## src/rtl/uart_pkg.sv

```systemverilog
// Shared UART definitions: receiver control points, data width and FIFO status
// layout reused by the RX/TX FIFOs and the register block.
package uart_pkg;

    localparam int UART_WIDTH = 8;

    typedef enum logic [1:0] {
        RX_IDLE,
        RX_START,
        RX_DATA,
        RX_STOP
    } rx_state_e;

    typedef enum logic [1:0] {
        PAR_NONE,
        PAR_EVEN,
        PAR_ODD
    } parity_e;

    typedef struct packed {
        logic baud_clr;
        logic bit_cnt_clr;
        logic shift_en;
        logic rx_valid;
    } controlPoints_t;

    typedef struct packed {
        logic full;
        logic empty;
        logic level_irq;
        logic overrun;
    } fifo_status_t;

endpackage

```

## src/rtl/uart_fifo_mem.sv

```systemverilog
// DEPTH x WIDTH storage: synchronous write, asynchronous read so the FIFO
// can present its head entry with no read latency. Contents are never reset.
module uart_fifo_mem #(
    parameter int DEPTH = 16,
    parameter int WIDTH = 8,
    parameter int AW    = $clog2(DEPTH)
) (
    input  logic             i_clock,
    input  logic             i_we,
    input  logic [AW-1:0]    i_waddr,
    input  logic [WIDTH-1:0] i_wdata,
    input  logic [AW-1:0]    i_raddr,
    output logic [WIDTH-1:0] o_rdata
);

    logic [WIDTH-1:0] r_mem [DEPTH];

    always_ff @(posedge i_clock) begin
        if (i_we)
            r_mem[i_waddr] <= i_wdata;
    end

    assign o_rdata = r_mem[i_raddr];

endmodule

```

## src/rtl/uart_rx_fifo.sv

```systemverilog
// Receive byte FIFO behind the UART receiver: first-word-fall-through read
// handshake, occupancy count, watermark interrupt and sticky overrun.
module uart_rx_fifo
    import uart_pkg::*;
#(
    parameter int DEPTH  = 16,
    parameter int WIDTH  = UART_WIDTH,
    parameter int THRESH = 8
) (
    input  logic                       i_clock,
    input  logic                       i_reset,
    input  logic [WIDTH-1:0]           i_rx_data,
    input  logic                       i_rx_valid,
    output logic [WIDTH-1:0]           o_rd_data,
    output logic                       o_rd_valid,
    input  logic                       i_rd_ready,
    output logic [$clog2(DEPTH+1)-1:0] o_count,
    output logic                       o_full,
    output logic                       o_empty,
    output logic                       o_level_irq,
    output logic                       o_overrun,
    input  logic                       i_clr_overrun
);

    localparam int AW = $clog2(DEPTH);
    localparam int CW = $clog2(DEPTH + 1);

    logic [AW-1:0] r_wr_ptr;
    logic [AW-1:0] r_rd_ptr;
    logic [CW-1:0] r_count;
    logic          r_overrun;

    logic          w_pop;
    logic          w_push;
    logic          w_drop;
    fifo_status_t  w_status;

    assign w_status.full      = (r_count == CW'(DEPTH));
    assign w_status.empty     = (r_count == '0);
    assign w_status.level_irq = (r_count >= CW'(THRESH));
    assign w_status.overrun   = r_overrun;

    // A pop frees the slot this same edge, so a full FIFO still accepts a push.
    assign w_pop  = !w_status.empty && i_rd_ready;
    assign w_push = i_rx_valid && (!w_status.full || w_pop);
    assign w_drop = i_rx_valid && !w_push;

    always_ff @(posedge i_clock or posedge i_reset) begin
        if (i_reset) begin
            r_wr_ptr  <= '0;
            r_rd_ptr  <= '0;
            r_count   <= '0;
            r_overrun <= 1'b0;
        end else begin
            if (w_push)
                r_wr_ptr <= r_wr_ptr + AW'(1);
            if (w_pop)
                r_rd_ptr <= r_rd_ptr + AW'(1);
            if (w_push && !w_pop)
                r_count <= r_count + CW'(1);
            else if (w_pop && !w_push)
                r_count <= r_count - CW'(1);
            if (w_drop)
                r_overrun <= 1'b1;
            else if (i_clr_overrun)
                r_overrun <= 1'b0;
        end
    end

    uart_fifo_mem #(
        .DEPTH (DEPTH),
        .WIDTH (WIDTH),
        .AW    (AW)
    ) u_mem (
        .i_clock (i_clock),
        .i_we    (w_push),
        .i_waddr (r_wr_ptr),
        .i_wdata (i_rx_data),
        .i_raddr (r_rd_ptr),
        .o_rdata (o_rd_data)
    );

    assign o_count     = r_count;
    assign o_rd_valid  = !w_status.empty;
    assign o_full      = w_status.full;
    assign o_empty     = w_status.empty;
    assign o_level_irq = w_status.level_irq;
    assign o_overrun   = w_status.overrun;

endmodule
```

## config.mk

```make
export PLATFORM = sky130hd
export DESIGN_NAME = uart_rx_fifo
export DESIGN_NICKNAME = d
export VERILOG_FILES = /design/src/rtl/uart_pkg.sv /design/src/rtl/uart_fifo_mem.sv /design/src/rtl/uart_rx_fifo.sv
export SDC_FILE = /design/constraint.sdc
export NUM_CORES = 1
export LEC_CHECK = 0
export ABC_AREA = 0
export CORE_MARGIN = 2
export CORE_UTILIZATION = 53
export DETAILED_ROUTE_END_ITERATION = 6
export PLACE_DENSITY = 0.82
export SYNTH_ARGS = -nofsm -noshare
export SYNTH_HDL_FRONTEND = slang
export SYNTH_SLANG_ARGS = --single-unit
```

## constraint.sdc

```tcl
create_clock -name i_clock -period 2.6 [get_ports i_clock]
set_clock_uncertainty 0.15 [all_clocks]
set_input_delay 0.52 -clock i_clock [delete_from_list [all_inputs] [get_ports i_clock]]
set_output_delay 0.52 -clock i_clock [all_outputs]
set_load 0.01 [all_outputs]
```

== After elaboration in Yosys (flattened, before gate mapping) ==
Memory sizes are Yosys's and may differ from the RTL's.
Cells that the tools add are included.
Widths: inputs -> output; s select.

* Logic and storage cells: 30
* Bits in read-only memories: 0
* Latch bits: 0
* RAM bits: 128
* Bits of input ports: 13
* Register bits after elaboration: 14
* Memories: 1

{| class="wikitable"
|+ Memories
! name !! depth !! width !! read ports !! clocked after Yosys merged registers in !! write ports !! RTL line !! source
|-
| u_mem.r_mem || 16 || 8 || 1 || 0 || 1 || uart_fifo_mem.sv:16 || <nowiki>logic [WIDTH-1:0] r_mem [DEPTH];</nowiki>
|}

* $add $sub $neg: 4
* Divide/modulo/power cells: 0
* Equal/unequal tests: 1
* Shift-type cells: 0
* Order comparisons: 1
* Reduce and logical (&&, ||, !) cells: 13
* Multipliers: 0
* Mux-type cells: 6
* Bitwise operators: 0

{| class="wikitable"
|+ Operators with widths
! operator !! number
|-
| $mux 5 || 2
|-
| $add 4x1->4 const B || 2
|-
| $add 5x1->5 const B || 1
|-
| $eq 5x5->1 const B || 1
|-
| $ge 5x4->1 const B || 1
|-
| $logic_and 1x1->1 || 5
|-
| $logic_not 5->1 || 1
|-
| $sub 5x1->5 const B || 1
|-
| $logic_not 1->1 || 4
|-
| $mux 1 || 4
|-
| $reduce_bool 2->1 || 2
|-
| $logic_or 1x1->1 || 1
|}

== Longest topological paths before layout ==
Gate-level depths: netlist of the first run.

* Word-level depth: 9
* Gate-level depth with buffers: 11

== Modules after synthesis ==
A second synthesis of the first run with hierarchy kept.

* Cell total of the unflattened synthesis: 294
* Area, all modules: 5800.6 um^2

{| class="wikitable"
|+ Modules (own cells, without submodules)
! module !! area an instance (um^2) !! cells each !! instances
|-
| uart_fifo_mem || 4987.3 || 221 || 1
|-
| uart_rx_fifo || 813.3 || 73 || 1
|}

== Least setup slack after synthesis of the first run ==
OpenSTA, ideal clock, no wires.

* Kind: reg2reg
* From: register r_count[0], in the netlist o_count[0]
* To: register r_count[4], in the netlist o_count[4]
* Buffers on the path: 0
* Path slack: -0.374 ns
* Data required time: 2.324 ns
* Period minus slack after synthesis: 2.974 ns
* Arrival: 2.698 ns
* Library setup time: 0.126 ns
* Cell stages (with the launch flop): 11
* Cell sequence: dfrtp_1 -> or4_1 -> o21a_2 -> inv_1 -> ha_1 -> inv_1 -> ha_1 -> nor2b_1 -> o21a_1 -> o211a_1 -> a311o_1

* Word-level cells in the longest chain between the ends: 8
* Elaborated cells on any way between the ends: 16
* Those cells by class: add/sub (2); eq/ne (1); mux (2); reduce/logical (11)

{| class="wikitable"
|+ RTL lines
! element !! RTL line !! source
|-
| start: declaration || uart_rx_fifo.sv:30 || <nowiki>logic [CW-1:0] r_count;</nowiki>
|-
| start signal: assignment || uart_rx_fifo.sv:60 || <nowiki>r_count <= r_count + CW'(1);</nowiki>
|-
| start signal: assignment || uart_rx_fifo.sv:62 || <nowiki>r_count <= r_count - CW'(1);</nowiki>
|-
| branches (longest 8 deep; another with $sub 5x1->5) || - ||
|}

Parallel ways; which one is timed is not known. The select of a mux whose other input is x is not followed.
A chain may end at the register's enable or synchronous reset.

== Worst setup path after layout of the first run ==
* From: register r_rd_ptr[0]
* To: output port o_rd_data[4]

* Word-level cells in the longest chain between the ends: 1

{| class="wikitable"
|+ RTL lines
! element !! RTL line !! source
|-
| start: declaration || uart_rx_fifo.sv:29 || <nowiki>logic [AW-1:0] r_rd_ptr;</nowiki>
|-
| start signal: assignment || uart_rx_fifo.sv:58 || <nowiki>r_rd_ptr <= r_rd_ptr + AW'(1);</nowiki>
|-
| $mem_v2 16x8 || - ||
|-
| end: declaration || uart_rx_fifo.sv:14 || <nowiki>output logic [WIDTH-1:0] o_rd_data,</nowiki>
|}

No other way between the ends.

==> impl_metrics.env, run 1 <==
export IMPL_tightest_slew_ns=0.647
export IMPL_die_width_um=108
export IMPL_p_leak_nw=2.65
export IMPL_ir_drop_mv=0.620
export IMPL_slowest_delay_ns=0.51
export IMPL_gr_total_overflow=0
export IMPL_cts_root_buffer="clkbuf_8"
export IMPL_drtIter0Drc=325
export IMPL_yosysWarnings=0
export IMPL_hold_slack_ns=0.245
export IMPL_cts_tree="done"
export IMPL_stdcell_count=537
export IMPL_hold_class="in2async"
export IMPL_drc_errors=0
export IMPL_drt_wl_total_mm=13.1
export IMPL_cp_slowest_cell="mux4_2"
export IMPL_final_antenna_net_count=0
export IMPL_violations="setup timing"
export IMPL_period_share_pct=110
export IMPL_grt_use_total_pct=24.6
export IMPL_port_buffers=30
export IMPL_dieArea_um2=11700
export IMPL_clock_latency_ns=0.52
export IMPL_nets=408
export IMPL_final_util_pct=69.2
export IMPL_synth_net_count=322
export IMPL_setup_ws_ns=-0.273
export IMPL_synthFlopType="edfxtp_1"
export IMPL_drv_cap=0
export IMPL_dpl_cell_count=498
export IMPL_hpwl_mm=7.22
export IMPL_num_antenna_cells=0
export IMPL_netlist_area_um2=5770
export IMPL_path_class="reg2out"
export IMPL_viasPerCell=5.98
export IMPL_period_minus_slack_ns=2.87
export IMPL_grt_pass1_wl_mm=19.9
export IMPL_dpl_cell_area_um2=6600
export IMPL_clockBufferDepth=2
export IMPL_slew_headroom_pct=56.8
export IMPL_setup_tns_final_ns=-2.16
export IMPL_syn_inst=299
export IMPL_synth_edf_count=128
export IMPL_max_freq_mhz=348
export IMPL_start_util_pct=53.7
export IMPL_cp_common_cell="buf_12"
export IMPL_gp_congestion=0.768
export IMPL_synthTopCellsByCount="edfxtp_1 (128), mux4_2 (32), a22oi_1 (16), nand2_1 (16)"
export IMPL_fill_cells=654
export IMPL_finalPower_mw=8.71
export IMPL_finalSetupViolations=9
export IMPL_antenna_found_initial=0
export IMPL_end_kind="output pin"
export IMPL_cts_sinks=142
export IMPL_synth_async_sr_flop_share_pct=9.86
export IMPL_postLayoutCellArea_um2=7440
export IMPL_syn2layout_area_growth_pct=29.0
export IMPL_firstDrtPassIters=4
export IMPL_die_h_um=108
export IMPL_p_per_area_nw_per_um2=1170
export IMPL_htreeDepth=4
export IMPL_core_um2=10700
export IMPL_synthTopCellsByArea="edfxtp_1 (67%), mux4_2 (12%), dfrtp_1 (6.1%)"
export IMPL_pin_count=31
export IMPL_avgSynthCellArea_um2=19.3
export IMPL_crit_path_start_kind="register"
export IMPL_place_ws_ns=-0.332
export IMPL_finalHoldViolCount=0
export IMPL_num_rows=38
export IMPL_ys_seq_area_share_pct=72.7
export IMPL_num_vias=3212
export IMPL_worstPathMaxFanout=7
export IMPL_drt_wirelength_per_cell_um=24.5
export IMPL_synth_top_area_cell="edfxtp_1"
export IMPL_critPathArrivalTime_ns=2.20
export IMPL_crit_chain="buf_12 -> buf_12 -> mux4_2 -> a22oi_2 -> nand2_1 -> buf_2"
export IMPL_cts_buffers=17
export IMPL_yosysMostFrequentCell="edfxtp_1"
export IMPL_rsz0062_at_grt="true"
export IMPL_synth_top_area_share_pct=66.7
export IMPL_drive_gt1_share_pct=40.1
export IMPL_crit_required_ns=1.93
export IMPL_synth_cell_types=39
export IMPL_drv_slew=0
export IMPL_grt_pass1_vias=3423
export IMPL_status="finished with violations"
export IMPL_grt_max_degree=19
export IMPL_ys_seq_elements=142
export IMPL_clk_pin_slew_worst_paths_ns=0.06
[repair_timing]
item	CTS	global route
buffers inserted	6	4
cloned	1	0
pin swaps	20	19
resized for setup	66	19
endpoints found under the hold margin	0	0
hold buffers	0	0
endpoints found under the setup margin	13	13
[cell type report]
cell class	count	area, um^2	share of cell area, %
clock buffer	17	414	5.57
clock inverter	14	205	2.76
inverter	10	40.0	0.538
multi-input combinational	135	1620	21.8
sequential	142	4200	56.4
tap	140	175	2.36
timing repair buffer	79	781	10.5
[critical path, delay by kind of cell, from the launching register on]
family,cells,cell delay (ns)
buffers and inverters,3,0.42
muxes,1,0.51
AOI/OAI and AO/OA,1,0.21
DFF,1,0.46
and+or+nand+nor,1,0.08
[worst paths after layout]
path | from | to | slack (ns) | depth (start not counted)
setup / recovery | r_rd_ptr[0] | o_rd_data[4] | -0.27 | 6
hold / removal | i_reset | o_count[4] | 0.25 | 2
setup reg to reg | o_count[3] | o_count[4] | -0.17 | 10
hold reg to reg | r_wr_ptr[2] | r_wr_ptr[2] | 0.37 | 1
max in group asynchronous | i_reset | r_rd_ptr[0] | 1.60 | 2
min in group i_clock | r_wr_ptr[2] | r_wr_ptr[2] | 0.37 | 1
[report_power, final]
group / leakage (nW) / switching [mW] / internal, mW / total, mW
logic: 1.03 / 1.53 / 1.63 / 3.15
clock network: 0.303 / 0.980 / 1.58 / 2.56
registers: 1.32 / 0.198 / 2.80 / 3.00
total: 2.65 / 2.70 / 6.01 / 8.71
[state kept, by name, indices dropped and copies added, names as in the netlist]
| signal | flops |
|---|---|
| r_wr_ptr | 4 |
| o_count | 5 |
| u_mem.r_mem | 128 |
| r_rd_ptr | 4 |
| o_overrun | 1 |
[logic make-up after synthesis]
kind of cell,share of synthesized area [%]
compound gates,3.28
flops,72.7
xor+xnor,1.37
mux,13.3
simple gates,5.23
buf+inv,1.80
fa+ha+maj,2.30
[per-layer routing]
layer | vias to the layer above | share of wire, % | GRT usage [%]
met5 | - | 0 | 0
met4 | 0 | 2.5 | 8.79
met3 | 33 | 6.5 | 7.17
met2 | 154 | 52 | 42.0
met1 | 1651 | 39 | 30.1
li1 | 1374 | - | -
[cells in the final DEF (no fill, tap or decap), types with 3 or more instances in the layout]
| master | n |
|---|---|
| inv_1 | 8 |
| buf_2 | 6 |
| buf_6 | 10 |
| xor2_1 | 3 |
| nor2b_1 | 3 |
| dfrtp_1 | 11 |
| xnor2_1 | 6 |
| nand3_1 | 3 |
| inv_6 | 7 |
| a22oi_1 | 3 |
| bufinv_16 | 4 |
| clkbuf_16 | 16 |
| buf_12 | 8 |
| a22oi_2 | 13 |
| nor2_1 | 3 |
| ha_1 | 5 |
| clkdlybuf4s50_1 | 18 |
| mux4_2 | 32 |
| ha_4 | 4 |
| and3_1 | 4 |
| and2_1 | 13 |
| buf_4 | 33 |
| edfxtp_1 | 128 |
| nand2_2 | 3 |
| nand2_1 | 13 |
| dfrtp_2 | 3 |
(Power assumes the default switching activity.)
==> run 2, diff against run 1 <==
- ABC_CLOCK_PERIOD_IN_PS: unset -> 2600
==> results of run 2 <==
No change in the layout: final DEF, timing and power equal those of run 1.
==> run 3, diff against run 2 <==
- CORE_MARGIN: 2 -> unset
==> impl_metrics.env, run 3 (synthesized netlist as in run 1, its figures left out) <==
export IMPL_status="finished with violations"
export IMPL_violations="setup timing"
export IMPL_postCtsHoldBufs=0
export IMPL_grt_use_total_pct=26.4
export IMPL_drv_slew=0
export IMPL_htreeDepth=4
export IMPL_cts_tree="done"
export IMPL_cts_sinks=142
export IMPL_ir_drop_mv=0.647
export IMPL_netSwitchingFraction_pct=30.9
export IMPL_place_ws_ns=-0.304
export IMPL_drc_errors=0
export IMPL_power_frac_clock_pct=24.5
export IMPL_drv_cap=0
export IMPL_share_comb_of_total_power_pct=40.2
export IMPL_period_minus_slack_ns=2.94
export IMPL_hold_slack_ns=0.193
export IMPL_firstDrtPassIters=5
export IMPL_drt_wirelength_per_cell_um=24.2
export IMPL_p_per_area_nw_per_um2=1130
export IMPL_finalPower_mw=8.51
export IMPL_dieArea_um2=11300
export IMPL_final_antenna_net_count=0
export IMPL_num_rows=37
export IMPL_clockBufferDepth=2
export IMPL_finalHoldViolCount=0
export IMPL_drtIter0Drc=417
export IMPL_setup_tns_final_ns=-2.47
export IMPL_p_int_mw=5.88
export IMPL_grt_pass1_wl_mm=20.6
export IMPL_hold_class="in2async"
export IMPL_die_width_um=106
export IMPL_drt_wl_total_mm=13.5
export IMPL_viasPerCell=5.94
export IMPL_seqPwrFrac_pct=35.3
export IMPL_start_util_pct=55.4
export IMPL_grt_pass1_vias=3518
export IMPL_stdcell_count=558
export IMPL_setup_ws_ns=-0.338
export IMPL_postLayoutCellArea_um2=7520
export IMPL_cts_root_buffer="clkbuf_8"
export IMPL_clk_pin_slew_worst_paths_ns=0.06
export IMPL_die_h_um=106
export IMPL_crit_path_start_kind="register"
export IMPL_grt_max_degree=24
export IMPL_gp_congestion=0.782
export IMPL_slew_headroom_pct=50.5
export IMPL_core_um2=10400
export IMPL_tightest_slew_ns=0.740
export IMPL_p_switching_mw=2.63
export IMPL_end_kind="output pin"
export IMPL_antenna_found_initial=0
export IMPL_drive_gt1_share_pct=41.0
export IMPL_cts_buffers=17
export IMPL_max_freq_mhz=340
export IMPL_dpl_cell_count=507
export IMPL_final_cell_mix="edfxtp_1 (128), buf_4 (51), mux4_2 (32)"
export IMPL_path_class="reg2out"
export IMPL_worstPathMaxFanout=6
export IMPL_final_util_pct=72.2
export IMPL_num_vias=3316
export IMPL_crit_required_ns=1.93
export IMPL_pin_count=31
export IMPL_gr_total_overflow=0
export IMPL_largest_register_ffs=128
export IMPL_period_share_pct=113
export IMPL_syn2layout_area_growth_pct=30.4
export IMPL_port_buffers=30
export IMPL_nets=432
export IMPL_p_leak_nw=2.73
export IMPL_num_antenna_cells=0
export IMPL_final_common_cell="edfxtp_1"
export IMPL_hpwl_mm=7.95
export IMPL_rsz0062_at_grt="true"
export IMPL_fill_cells=622
export IMPL_regMostFlops="u_mem.r_mem"
export IMPL_critPathArrivalTime_ns=2.27
export IMPL_dpl_cell_area_um2=6670
export IMPL_finalSetupViolations=9
export IMPL_clock_latency_ns=0.53
==> run 3: cell count changes in the layout (fill, tap and decap cells not counted), sizes merged <==
cell,previous run,this run
clkinv,1,11
clkinvlp,1,0
clkdlybuf4s15,0,1
bufinv,4,1
buf,58,83
inv,18,10
clkbuf,19,20
==> run 3: timing repair <==
item,4_1_cts,5_1_grt
setup buffers,15,6
gates resized for setup,80,12
endpoints found under the setup margin,13,12
cloned,1,0
pin swaps,24,16
==> run 3: layout make-up <==
class / count / area (um^2) / share of cell area (%)
clock inverters: 12 / 77.6 / 1.03
flip-flops and latches: 142 / 4200 / 55.8
well taps: 136 / 170 / 2.26
clock buffers: 20 / 425 / 5.66
multi-input cells: 135 / 1620 / 21.6
inverters: 10 / 40.0 / 0.532
repair buffers: 103 / 985 / 13.1
==> run 3: power groups by stage <==
stage                     registers, mW  clock network (mW)  logic, mW
after global routing               3.03                2.20       3.64
after detailed placement           3.01                   0       2.89
after floorplan                    3.00                   0       1.64
after global placement             2.98                   0       2.80
after CTS                          3.00                2.10       3.35
final                              3.00                2.09       3.42
==> run 3: critical path: stages (launching register included) <==
cell and delay (ns):
dfrtp_2 0.49, buf_8 0.15, buf_6 0.10, buf_6 0.08, mux4_2 0.51, a22oi_2 0.16
nand2_1 0.09, buf_2 0.14
==> run 3: routing by layer <==
metal	GRT usage (%)	share of wire [%]	routed length [um]	up-vias
met1	33.5	39	5250	1708
met4	9.72	1.5	200	0
li1	-	-	-	1418
met3	6.74	7.3	991	18
met5	0	0	0	-
met2	44.2	52	7040	172
==> run 3: worst paths after layout <==
check | startpoint | end | slack, ns | cells past startpoint
max reg2reg | o_count[1] | o_count[4] | -0.12 | 10
max in group asynchronous | i_reset | r_rd_ptr[0] | 1.70 | 2
max | r_rd_ptr[0] | o_rd_data[5] | -0.34 | 7
min | i_reset | o_overrun | 0.19 | 2
min reg2reg | r_wr_ptr[2] | r_wr_ptr[2] | 0.37 | 1
min in group i_clock | r_wr_ptr[2] | r_wr_ptr[2] | 0.37 | 1
